`src/rtl/game_timer_pkg.sv`:
```
// Shared types and constants for the defuse-game match timer.
package game_timer_pkg;

  localparam int BCD_W   = 4;
  localparam int NDIG    = 6;
  localparam int MOD_DEC = 10;
  localparam int MOD_SIX = 6;

  typedef enum logic [2:0] {
    ST_IDLE    = 3'd0,
    ST_RUN     = 3'd1,
    ST_PAUSED  = 3'd2,
    ST_WON     = 3'd3,
    ST_EXPIRED = 3'd4
  } state_t;

  // Whole seconds represented by the M:SS digits.
  function automatic logic [9:0] bcd_secs(input logic [BCD_W-1:0] m,
                                          input logic [BCD_W-1:0] t,
                                          input logic [BCD_W-1:0] u);
    return 10'(m) * 10'd60 + 10'(t) * 10'd10 + 10'(u);
  endfunction

endpackage

```
`src/rtl/bcd_digit.sv`:
```
// One BCD digit of the timer chain: counts up or down modulo MOD with a
// synchronous load and a carry/borrow output for the next digit.
module bcd_digit
  import game_timer_pkg::*;
#(
  parameter int               MOD     = 10,
  parameter logic [BCD_W-1:0] RST_VAL = '0
) (
  input  logic             clk,
  input  logic             reset,
  input  logic             en,
  input  logic             up,
  input  logic             load,
  input  logic [BCD_W-1:0] load_val,
  output logic [BCD_W-1:0] q,
  output logic             co,
  output logic             at_min,
  output logic             at_max
);

  localparam logic [BCD_W-1:0] MAXV = BCD_W'(MOD - 1);

  assign at_min = (q == '0);
  assign at_max = (q == MAXV);
  assign co     = en & (up ? at_max : at_min);

  always_ff @(posedge clk or posedge reset) begin
    if (reset) begin
      q <= RST_VAL;
    end else if (load) begin
      q <= load_val;
    end else if (en) begin
      if (up) q <= at_max ? '0 : q + 1'b1;
      else    q <= at_min ? MAXV : q - 1'b1;
    end
  end

endmodule

```
`src/rtl/game_timer.sv`:
```
// Match timer: M:SS.mmm BCD chain with pause, penalty seconds, low-time warning
// and registered expiry. Digit index 0 is ms units, 5 is minutes.
module game_timer
  import game_timer_pkg::*;
#(
  parameter int START_MIN   = 2,
  parameter int START_SEC   = 59,
  parameter int COUNT_UP    = 0,
  parameter int PENALTY_SEC = 10,
  parameter int WARN_SEC    = 30
) (
  input  logic             clk,
  input  logic             reset,
  input  logic             start,
  input  logic             pause,
  input  logic             game_won,
  input  logic             penalty,
  input  logic             tick_1ms,
  output logic [BCD_W-1:0] min_unidade,
  output logic [BCD_W-1:0] seg_dezena,
  output logic [BCD_W-1:0] seg_unidade,
  output logic [BCD_W-1:0] ms_decimos,
  output logic             running,
  output logic             time_warn,
  output logic             penalty_busy,
  output logic             time_over,
  output state_t           dbg_state
);

  localparam bit UP        = (COUNT_UP != 0);
  localparam int LIMIT_SEC = START_MIN * 60 + START_SEC;

  localparam logic [BCD_W-1:0] P_MIN = BCD_W'(START_MIN);
  localparam logic [BCD_W-1:0] P_ST  = BCD_W'(START_SEC / 10);
  localparam logic [BCD_W-1:0] P_SU  = BCD_W'(START_SEC % 10);

  localparam logic [NDIG-1:0][BCD_W-1:0] LIMIT_V  = {P_MIN, P_ST, P_SU, 12'h000};
  localparam logic [NDIG-1:0][BCD_W-1:0] PRESET_V = UP ? '0 : {P_MIN, P_ST, P_SU, 12'h999};
  localparam logic [NDIG-1:0][BCD_W-1:0] TERM_V   = UP ? LIMIT_V : '0;

  state_t state_q, state_d;

  logic [NDIG-1:0][BCD_W-1:0] dig;
  logic [NDIG-1:0][BCD_W-1:0] load_val_v;
  logic [NDIG-1:0] en_v, co_v, dig_min, dig_max;
  logic [5:0]      pen_cnt;
  logic [6:0]      pen_sum;
  logic            tick_pend;
  logic            active, restart, pen_step, ms_step;
  logic            tick_term, pen_term, term_evt, load_any;
  logic            ms_zero, warn_cmp, warn_d;
  logic [9:0]      sec_total;

  assign active   = (state_q == ST_RUN) || (state_q == ST_PAUSED);
  assign restart  = start && (((state_q == ST_WON) && !game_won) || (state_q == ST_EXPIRED));
  assign pen_step = active && (pen_cnt != '0) && !game_won;
  // A penalty step owns the seconds digit this cycle; the ms tick waits.
  assign ms_step  = (state_q == ST_RUN) && !game_won && !pen_step && (tick_1ms || tick_pend);

  assign sec_total = bcd_secs(dig[5], dig[4], dig[3]);
  assign ms_zero   = &dig_min[2:0];

  // Terminal detection stops the chain at the limit instead of wrapping.
  always_comb begin
    tick_term = 1'b0;
    pen_term  = 1'b0;
    if (UP) begin
      tick_term = ms_step && (((int'(sec_total) == LIMIT_SEC - 1) && (&dig_max[2:0])) || (&dig_max));
      pen_term  = pen_step && (int'(sec_total) + 1 >= LIMIT_SEC);
    end else begin
      tick_term = ms_step && (&dig_min[5:3]) && (dig[2:0] == 12'h001);
      pen_term  = pen_step && (co_v[5] || ((sec_total == 10'd1) && ms_zero));
    end
  end

  assign term_evt   = tick_term || pen_term;
  assign load_any   = restart || term_evt;
  assign load_val_v = restart ? PRESET_V : TERM_V;
  assign en_v       = {co_v[4], co_v[3], co_v[2] | pen_step, co_v[1], co_v[0], ms_step};

  for (genvar i = 0; i < NDIG; i++) begin : g_dig
    bcd_digit #(
      .MOD     ((i == 4) ? MOD_SIX : MOD_DEC),
      .RST_VAL (PRESET_V[i])
    ) u_digit (
      .clk      (clk),
      .reset    (reset),
      .en       (en_v[i]),
      .up       (UP),
      .load     (load_any),
      .load_val (load_val_v[i]),
      .q        (dig[i]),
      .co       (co_v[i]),
      .at_min   (dig_min[i]),
      .at_max   (dig_max[i])
    );
  end

  always_comb begin
    state_d = state_q;
    case (state_q)
      ST_IDLE: begin
        if (game_won)   state_d = ST_WON;
        else if (start) state_d = ST_RUN;
      end
      ST_RUN: begin
        if (game_won)      state_d = ST_WON;
        else if (term_evt) state_d = ST_EXPIRED;
        else if (pause)    state_d = ST_PAUSED;
      end
      ST_PAUSED: begin
        if (game_won)            state_d = ST_WON;
        else if (term_evt)       state_d = ST_EXPIRED;
        else if (start || pause) state_d = ST_RUN;
      end
      ST_WON:     if (restart) state_d = ST_IDLE;
      ST_EXPIRED: if (restart) state_d = ST_IDLE;
      default:    state_d = ST_IDLE;
    endcase
  end

  always_comb begin
    pen_sum = {1'b0, pen_cnt} - {6'd0, pen_step};
    if (penalty && active) pen_sum = pen_sum + 7'(PENALTY_SEC);
  end

  always_comb begin
    if (UP) warn_cmp = (LIMIT_SEC - int'(sec_total) < WARN_SEC) ||
                       ((LIMIT_SEC - int'(sec_total) == WARN_SEC) && !ms_zero);
    else    warn_cmp = int'(sec_total) < WARN_SEC;
    warn_d = (WARN_SEC != 0) && warn_cmp && (state_d != ST_IDLE) && (state_d != ST_WON);
  end

  always_ff @(posedge clk or posedge reset) begin
    if (reset) begin
      state_q   <= ST_IDLE;
      pen_cnt   <= '0;
      tick_pend <= 1'b0;
      time_over <= 1'b0;
      time_warn <= 1'b0;
    end else begin
      state_q   <= state_d;
      time_over <= (state_d == ST_EXPIRED);
      time_warn <= warn_d;
      if (!active || game_won || term_evt) pen_cnt <= '0;
      else if (pen_sum > 7'd63)            pen_cnt <= 6'd63;
      else                                 pen_cnt <= pen_sum[5:0];
      // One-deep tick buffer: a tick landing on a penalty step is replayed later.
      if ((state_q != ST_RUN) || game_won || term_evt) tick_pend <= 1'b0;
      else if (pen_step)                               tick_pend <= tick_pend | tick_1ms;
      else if (ms_step)                                tick_pend <= tick_pend & tick_1ms;
    end
  end

  assign min_unidade  = dig[5];
  assign seg_dezena   = dig[4];
  assign seg_unidade  = dig[3];
  assign ms_decimos   = dig[2];
  assign running      = (state_q == ST_RUN);
  assign penalty_busy = (pen_cnt != '0);
  assign dbg_state    = state_q;

endmodule

```
`config.mk`:
```
export PLATFORM = sky130hd
export DESIGN_NAME = game_timer
export DESIGN_NICKNAME = d
export VERILOG_FILES = /design/src/rtl/game_timer_pkg.sv /design/src/rtl/bcd_digit.sv /design/src/rtl/game_timer.sv
export SDC_FILE = /design/constraint.sdc
export NUM_CORES = 1
export LEC_CHECK = 0
export ABC_AREA = 1
export CELL_PAD_IN_SITES_DETAIL_PLACEMENT = 1
export CELL_PAD_IN_SITES_GLOBAL_PLACEMENT = 1
export CORE_ASPECT_RATIO = 0.7
export CORE_UTILIZATION = 25
export CTS_BUF_LIST = sky130_fd_sc_hd__clkbuf_16
export DETAILED_ROUTE_END_ITERATION = 12
export DONT_BUFFER_PORTS = 1
export GPL_ROUTABILITY_DRIVEN = 1
export PLACE_DENSITY = 0.53
export SLEW_MARGIN = 20
export SYNTH_ARGS = -nofsm -noshare
export SYNTH_HDL_FRONTEND = slang
export SYNTH_SLANG_ARGS = --single-unit
export TNS_END_PERCENT = 5
```
`constraint.sdc`:
```
create_clock -name clk -period 4.9 [get_ports clk]
set_input_delay 1.47 -clock clk [delete_from_list [all_inputs] [get_ports clk]]
set_output_delay 1.47 -clock clk [all_outputs]
set_load 0.1 [all_outputs]
```
-- Yosys cells after proc, flatten, opt, wreduce, memory -nomap -nowiden
Cells that the tools add are included.
- register bits: 36
- input port bits: 7
- output and inout bits: 23
- word-level logic and storage cells: 125
- add/subtract/negate cells: 10
- $mul: 2
- $lt $le $gt $ge: 2
- equal/unequal tests: 9
- multiplexer cells: 35
- bitwise operators: 9
- reductions and logical operators: 47
- operators by type and width (cell ; count):
    $mux 4 ; 18
    $mux 3 ; 9
    $logic_not 4->1 ; 6
    $sub 4x1->4 const B ; 6
    $mux 22 ; 1
    $logic_and 1x1->1 ; 14
    $eq 12x1->1 const B ; 1
    $mux 6 ; 2
    $pmux 3 s4 ; 1
    $reduce_bool 2->1 ; 6
    $logic_or 1x1->1 ; 11
    $add 10x4->10 ; 1
    $add 10x8->10 ; 1
    $eq 10x1->1 const B ; 1
    $lt 10x5->1 const B ; 1
    $mul 4x4->8 const B ; 1
    $add 7x4->7 const B ; 1
    $and 1x1->1 ; 7
    $gt 7x6->1 const B ; 1
    $mul 4x3->7 const B ; 1
    $mux 7 ; 1
    $sub 6x1->7 ; 1
    $eq 3x2->1 const B ; 2
    $eq 3x3->1 const B ; 2
    11 further kinds ; 18

-- Depth between registers and ports, before layout
Gate-level depths: netlist (run 1).
- word-level depth: 23
- mapped depth: 28
- mapped depth without buffers: 28

-- Hierarchy
Synthesis (run 1) repeated with hierarchy kept, for this count alone.
- cell total of the unflattened synthesis: 638
- area total of the unflattened synthesis: 4129.0 sq um
- modules (own cells, without submodules) (module ; times used ; cells each ; area each (sq um) ; seq. area each (sq um)):
    game_timer ; 1 ; 271 ; 2016.9 ; 300.3
    bcd_digit at g_dig[0].u_digit ... ; 4 ; 62 ; 354.1 ; 102.6
    bcd_digit at g_dig[5].u_digit ; 1 ; 62 ; 352.8 ; 101.3
    bcd_digit at g_dig[4].u_digit ; 1 ; 57 ; 342.8 ; 102.6

-- Worst setup path before layout (run 1)
Ideal clock, no wire load.
- path type: flip-flop to flip-flop
- start point: reg g_dig[5].u_digit.q[1]
- end point: reg g_dig[2].u_digit.q[2]
- setup time: 0.121 ns
- arrival: 4.131 ns
- required time: 4.779 ns
- path slack: 0.648 ns
- cell stages (with the launch flop): 27
- path buffers: 1
- clock period less this slack: 4.252 ns
- cells stage by stage: dfstp_2 > inv_1 > fa_1 > inv_1 > ha_1 > ha_1 > nand2_1 > nand2_1 > a21oi_1 > xnor2_1 > ha_1 > ha_1 > nand2_1 > or2_2 > nand3_1 > nand2_1 > nand2_1 > nor2_1 > nand3_1 > nand2_2 > nand2_2 > nand2_4 > buf_12 > nor2_8 > nand2_4 > nand4_1 > o21ai_1
- cells in the longest elaborated chain, start to end: 10
- elaborated cells between the ends (all ways): 16
- classes of those cells: 2 x add/sub; 1 x mul; 1 x eq/ne; 1 x mux; 1 x bitwise; 10 x reduce/logical
- ends and longest elaborated chain (item ; RTL line ; text):
    start, declared ; bcd_digit.sv:15 ; output logic [BCD_W-1:0] q,
    start signal, assigned ; bcd_digit.sv:31 ; q <= load_val;
    start signal, assigned ; bcd_digit.sv:33 ; if (up) q <= at_max ? '0 : q + 1'b1;
    start signal, assigned ; bcd_digit.sv:34 ; else q <= at_min ? MAXV : q - 1'b1;
    $mul 4x4->8 ; game_timer_pkg.sv:21 ; return 10'(m) * 10'd60 + 10'(t) * 10'd10 + 10'(u);
    $add 10x8->10 ; game_timer_pkg.sv:21 ;
    $add 10x4->10 ; game_timer_pkg.sv:21 ;
    $eq 10x1->1 ; game_timer.sv:72 ; pen_term = pen_step && (co_v[5] || ((sec_total == 10'd1) && ms_zero));
    $logic_and 1x1->1 ; game_timer.sv:72 ;
    $logic_or 1x1->1 ; game_timer.sv:72 ;
    $logic_and 1x1->1 ; game_timer.sv:72 ;
    $logic_or 1x1->1 (*) ; game_timer.sv:76 ; assign term_evt = tick_term || pen_term;
    $logic_or 1x1->1 (*) ; game_timer.sv:77 ; assign load_any = restart || term_evt;
    $mux 4 or $reduce_bool 2->1 (tied branches) ; -- ;
    end signal, assigned ; bcd_digit.sv:31 ;
    end signal, assigned ; bcd_digit.sv:33 ;
    end signal, assigned ; bcd_digit.sv:34 ;
    end, declared ; bcd_digit.sv:15 ;
Mark *: on every way between the ends. The rest lies on a longest branch, timed or not.
A chain may end at the register's enable or synchronous reset.

-- Final worst setup path (run 1)
Ends and elaborated chain as after synthesis.

==> results of run 1 <==
-- path summary, 6_finish.rpt --
| check | startpoint | to | slack [ps] | cells after the start |
|---|---|---|---|---|
| max | g_dig[5].u_digit.q[1]$_DFFE_PP1P_ | g_dig[2].u_digit.q[2]$_DFFE_PP0P_ | 330 | 22 |
| min | g_dig[1].u_digit.q[3]$_DFFE_PP1P_ | g_dig[1].u_digit.q[3]$_DFFE_PP1P_ | 530 | 2 |
| max in group asynchronous | reset | g_dig[1].u_digit.q[3]$_DFFE_PP1P_ | 2850 | 2 |
| max reg2reg | g_dig[5].u_digit.q[1]$_DFFE_PP1P_ | g_dig[2].u_digit.q[2]$_DFFE_PP0P_ | 330 | 22 |
| min reg2reg | g_dig[1].u_digit.q[3]$_DFFE_PP1P_ | g_dig[1].u_digit.q[3]$_DFFE_PP1P_ | 530 | 2 |
| min in group asynchronous | reset | dbg_state[1]$_DFF_PP0_ | 1220 | 1 |
-- layout make-up --
| class | instances | area (um2) | area share |
|---|---|---|---|
| clock buffers | 5 | 125 | 0.0319 |
| well taps | 185 | 231 | 0.0590 |
| clock inverters | 3 | 13.8 | 0.00351 |
| flip-flops and latches | 36 | 915 | 0.233 |
| multi-input cells | 316 | 2210 | 0.564 |
| repair buffers | 17 | 131 | 0.0335 |
| inverters | 77 | 292 | 0.0744 |
-- sequential cells by signal, indices dropped and copies added, names as in the netlist --
signal,count
tick_pend,1
dbg_state,3
pen_cnt,6
time_warn,1
g_dig.u_digit.q,24
time_over,1
-- synth_stat cells, types with 6 or more instances --
cell / count / share of area
nand3_1: 33 / 0.047
dfstp_2: 11 / 0.083
fa_1: 9 / 0.052
nand2_1: 68 / 0.073
xor2_1: 14 / 0.035
dfrtp_1: 25 / 0.18
ha_1: 42 / 0.15
a21oi_1: 23 / 0.033
inv_1: 69 / 0.074
o21ai_1: 6 / 0.0086
nor3_1: 9 / 0.013
buf_4: 16 / 0.034
nand4_1: 8 / 0.014
nor2_1: 39 / 0.042
o21ai_0: 21 / 0.030
inv_2: 8 / 0.0086
-- logic make-up (layout without fill, tap and decap cells) --
group,after synthesis,after routing,share of synthesized area
AND/OR/NAND/NOR,183,183,0.260
buffers and inverters,95,102,0.124
AO/OA/AOI/OAI,62,62,0.100
adder cells (fa/ha/maj),51,51,0.202
flip-flops,36,36,0.262
XOR/XNOR,19,19,0.0477
multiplexers,1,1,0.00287
-- metal layers --
| layer | part of all wire | wire length [um] | up-vias |
|---|---|---|---|
| met5 | 0 | 0 | - |
| met4 | 0.0048 | 46 | 0 |
| met3 | 0.044 | 416 | 5 |
| met2 | 0.43 | 4090 | 34 |
| met1 | 0.52 | 4980 | 1403 |
| li1 | - | - | 1444 |
-- worst min-delay path, stage by stage (launching register included) --
cell and delay, ps:
dfstp_2 370, inv_1 80, o21ai_1 80
-- repair_timing --
action	4_1_cts	5_1_grt
endpoints found under the setup margin	0	26
buffers inserted	0	1
hold buffers	0	0
gates resized for setup	0	12
-- metrics by stage --
stage | TNS [ps] | util
2_1_floorplan | 0 | -
3_3_place_gp | 0 | 0.276
3_5_place_dp | 0 | 0.276
4_1_cts | 0 | 0.286
5_1_grt | -1.13 | 0.293
6_report | 0 | 0.293
==> impl_metrics.json, run 1 <==
{
  "path_max_fanout": 9,
  "cts.clk_slew.worst_paths_ps": 60,
  "cts_buffers": 5,
  "critPathLaunchType": "register",
  "antenna_left": 0,
  "routed_wirelength_um": 9530,
  "syn-cell-area_mm2": 0.00349,
  "cap_violations": 0,
  "fmax_ghz": 0.219,
  "die-height_um": 101,
  "setup_ws_ps": 328,
  "synth_flop_cell": "dfrtp_1",
  "wl_per_cell_um": 14.9,
  "clock_skew_ps": 5.57,
  "fin_crit_sh": 0.933,
  "cts_tree": "built",
  "end_kind": "register",
  "finalNonFillerCells": 639,
  "dpl.hpwl_um": 7790,
  "routed-via-count": 2886,
  "worstPathCellList": "fa_1 -> inv_1 -> fa_1 -> inv_2 -> fa_1 -> xor2_2 -> ha_1 -> ha_4 -> nand2_1 -> or2_2 -> nand4_1 -> nand2_1 -> nor2_1 -> nand3_1 -> nand2_2 -> nand2_2 -> nand2_4 -> buf_6 -> nor2_8 -> buf_4 -> nand4_1 -> o21ai_1",
  "synthDistinctLibCells": 38,
  "port_buffers": 0,
  "met2_usage": 0.220,
  "ys_async_sr_fraction": 1.00,
  "path_common_cell": "fa_1",
  "ys_seq_elements": 36,
  "status": "finished, final reports clean",
  "grt_pass1_vias": 3062,
  "slew_headroom": 0.298,
  "finalSetupViolCount": 0,
  "hold_path.class": "reg -> reg",
  "fin_nets": 511,
  "use_met3": 0.0371,
  "yosys_warnings": 0,
  "cts_sinks": 36,
  "core_mm2": 0.0134,
  "most-common-layout-cells": "68 x inv_1, 68 x nand2_1, 38 x nor2_1, 38 x ha_1, 33 x nand3_1",
  "grt_pass1_wl_um": 16100,
  "diodes": 0,
  "crit_type": "reg -> reg",
  "max_stage_delay_ps": 570,
  "place_area_mm2": 0.00369,
  "synth-edff-count": 0,
  "cp.arrival_ps": 4740,
  "worst_skew_pair.late_latency_ps": 290,
  "cp_top_family": "adder cells",
  "num_io_pins": 30,
  "hold_violations": 0,
  "syn_inst": 447,
  "antenna_found_initial": 0,
  "grt_use_total": 0.145,
  "worst_pin_slew_ps": 1050,
  "drive_gt1_frac": 0.165,
  "grt_max_degree": 20,
  "hold_ws_ps": 529,
  "initial_utilization": 0.260,
  "area_growth_pct": 12.4,
  "drc": 0,
  "clock-root-buffer": "clkbuf_16",
  "firstDrtPassIters": 4,
  "dp_slack_ps": 116,
  "syn-num-nets": 505,
  "critical_path_buf_inv_count": 4,
  "syn_avg_cell_area_um2": 7.80,
  "die_w_um": 143,
  "final_area_mm2": 0.00392,
  "rows": 35,
  "use_met1": 0.207,
  "die-area_mm2": 0.0144,
  "gp_congestion": 0.786,
  "slowest_stage": "fa_1",
  "viasPerCell": 4.52,
  "grt_busiest_layer": "met2",
  "synth.yosys.seq_area_share": 0.262,
  "maxSlewViolCount": 0,
  "post-route-min-period_ps": 4570,
  "cts.htree.levels": 2,
  "fillers": 1626,
  "cts_buffer_depth": 2,
  "overflow": 0,
  "dp_cells": 630,
  "cp.required_ps": 5070,
  "dr.first_iter.drc_count": 79
}
Power of run 1 is left out: the tool's default activity adds up to more than one toggle a clock period on the data nets, which glitch-free logic cannot reach.
==> inputs of run 2 (changes only) <==
--- a/config.mk
+++ b/config.mk
@@ -15,8 +15,6 @@
 export DONT_BUFFER_PORTS = 1
 export GPL_ROUTABILITY_DRIVEN = 1
 export PLACE_DENSITY = 0.53
-export SLEW_MARGIN = 20
 export SYNTH_ARGS = -nofsm -noshare
 export SYNTH_HDL_FRONTEND = slang
 export SYNTH_SLANG_ARGS = --single-unit
-export TNS_END_PERCENT = 5
==> results of run 2 <==
Same layout as run 1: the final DEF is identical, and so are final timing and power.
Power of run 2 is left out for the same reason.
==> inputs of run 3 (changes only) <==
--- a/config.mk
+++ b/config.mk
@@ -10,11 +10,12 @@
 export CELL_PAD_IN_SITES_GLOBAL_PLACEMENT = 1
 export CORE_ASPECT_RATIO = 0.7
 export CORE_UTILIZATION = 25
-export CTS_BUF_LIST = sky130_fd_sc_hd__clkbuf_16
+export CTS_CLUSTER_DIAMETER = 200
 export DETAILED_ROUTE_END_ITERATION = 12
 export DONT_BUFFER_PORTS = 1
 export GPL_ROUTABILITY_DRIVEN = 1
 export PLACE_DENSITY = 0.53
+export SKIP_CTS_REPAIR_TIMING = 1
 export SYNTH_ARGS = -nofsm -noshare
 export SYNTH_HDL_FRONTEND = slang
 export SYNTH_SLANG_ARGS = --single-unit
==> run 3 against run 2 <==
Non-clock buffer count stayed put. Core utilization grew 0.075 points. Fmax is essentially flat. Critical path depth did not move. First-iteration DRC count increased by 11%. Sequential share of layout area shrank 0.059 points. Register-to-register slack hardly changed. Wire length hardly changed. Design area increased by 0.26%.
==> impl_metrics.json, run 3 (synthesized netlist as in run 1, its figures left out) <==
{
  "slew_headroom": 0.298,
  "finalNonFillerCells": 639,
  "cts_tree": "built",
  "cp.required_ps": 5070,
  "die-height_um": 101,
  "dr.first_iter.drc_count": 88,
  "antenna_left": 0,
  "num_io_pins": 30,
  "cts_buffer_depth": 2,
  "clock-root-buffer": "clkbuf_16",
  "die_w_um": 143,
  "fillers": 1630,
  "fmax_ghz": 0.219,
  "fin_crit_sh": 0.933,
  "end_kind": "register",
  "cts.htree.levels": 2,
  "hold_violations": 0,
  "antenna_found_initial": 0,
  "dp_slack_ps": 116,
  "path_max_fanout": 9,
  "drive_gt1_frac": 0.167,
  "tns_ps": 0,
  "cap_violations": 0,
  "largest_register_ffs": 24,
  "initial_utilization": 0.260,
  "viasPerCell": 4.53,
  "wl_per_cell_um": 14.9,
  "dpl.hpwl_um": 7790,
  "maxSlewViolCount": 0,
  "cts_sinks": 36,
  "core_mm2": 0.0134,
  "post-route-min-period_ps": 4570,
  "overflow": 0,
  "die-area_mm2": 0.0144,
  "status": "finished, final reports clean",
  "most-common-layout-cells": "68 x inv_1, 68 x nand2_1, 38 x nor2_1, 38 x ha_1, 33 x nand3_1",
  "routed-via-count": 2892,
  "finalSetupViolCount": 0,
  "drc": 0,
  "utilization": 0.293,
  "worst_skew_pair.late_latency_ps": 290,
  "firstDrtPassIters": 4,
  "port_buffers": 0,
  "gp_congestion": 0.786,
  "cp.arrival_ps": 4740,
  "largest-register": "g_dig.u_digit.q",
  "dp_cells": 630,
  "fin_nets": 511,
  "grt_pass1_wl_um": 16000,
  "grt_max_degree": 20,
  "crit_type": "reg -> reg",
  "rows": 35,
  "area_growth_pct": 12.7,
  "cts.clk_slew.worst_paths_ps": 60,
  "diodes": 0,
  "routed_wirelength_um": 9540,
  "grt_pass1_vias": 3046,
  "worst_pin_slew_ps": 1050,
  "setup_ws_ps": 328,
  "cts_buffers": 5,
  "grt_use_total": 0.145,
  "clock_skew_ps": 7.17,
  "hold_path.class": "reg -> reg",
  "critPathLaunchType": "register"
}
[run 3: cell types whose count changed in the layout (fill, tap and decap cells not counted), sizes merged]
cell / before / now
clkbuf: 5 / 6
clkinv: 3 / 2
[run 3: through the flow]
stage          instance area, um2  hold WS (ps)
6_report                     3930           529
5_1_grt                      3930           541
4_1_cts                      3840           537
3_5_place_dp                 3690           525
3_3_place_gp                 3690           513
2_1_floorplan                3490           476
[run 3: metal layers]
| layer | share of wire | GRT usage |
|---|---|---|
| met3 | 0.045 | 0.0371 |
| met5 | 0 | 0 |
| met1 | 0.53 | 0.207 |
| met2 | 0.43 | 0.218 |
| met4 | 0.0048 | 0.0248 |
[run 3: final timing paths]
check                           depth (start not counted)                                end  slack, ps                         startpoint
worst max-delay path                                   22  g_dig[2].u_digit.q[2]$_DFFE_PP0P_        330  g_dig[5].u_digit.q[1]$_DFFE_PP1P_
worst min-delay path                                    2  g_dig[1].u_digit.q[3]$_DFFE_PP1P_        530  g_dig[1].u_digit.q[3]$_DFFE_PP1P_
worst max register to register                         22  g_dig[2].u_digit.q[2]$_DFFE_PP0P_        330  g_dig[5].u_digit.q[1]$_DFFE_PP1P_
worst min register to register                          2  g_dig[1].u_digit.q[3]$_DFFE_PP1P_        530  g_dig[1].u_digit.q[3]$_DFFE_PP1P_
max in group asynchronous                               2  g_dig[2].u_digit.q[3]$_DFFE_PP1P_       2850                              reset
min in group asynchronous                               1             dbg_state[1]$_DFF_PP0_       1220                              reset
[run 3: critical path, cell delays in order (launching register included)]
cell	delay, ps
dfstp_2	400
fa_1	570
inv_1	60
fa_1	510
inv_2	50
fa_1	480
xor2_2	170
ha_1	340
ha_4	300
nand2_1	60
or2_2	310
nand4_1	80
nand2_1	70
nor2_1	160
nand3_1	110
nand2_2	80
nand2_2	80
nand2_4	90
buf_6	170
nor2_8	70
buf_4	130
nand4_1	80
o21ai_1	70
[run 3: cell type report]
class	count	area [um2]	area share
inverter	77	292	0.0742
sequential	36	915	0.233
timing repair buffer	17	131	0.0334
tap	185	231	0.0589
multi-input combinational	316	2210	0.563
clock inverter	2	10.0	0.00255
clock buffer	6	139	0.0353
Power of run 3 is left out for the same reason.
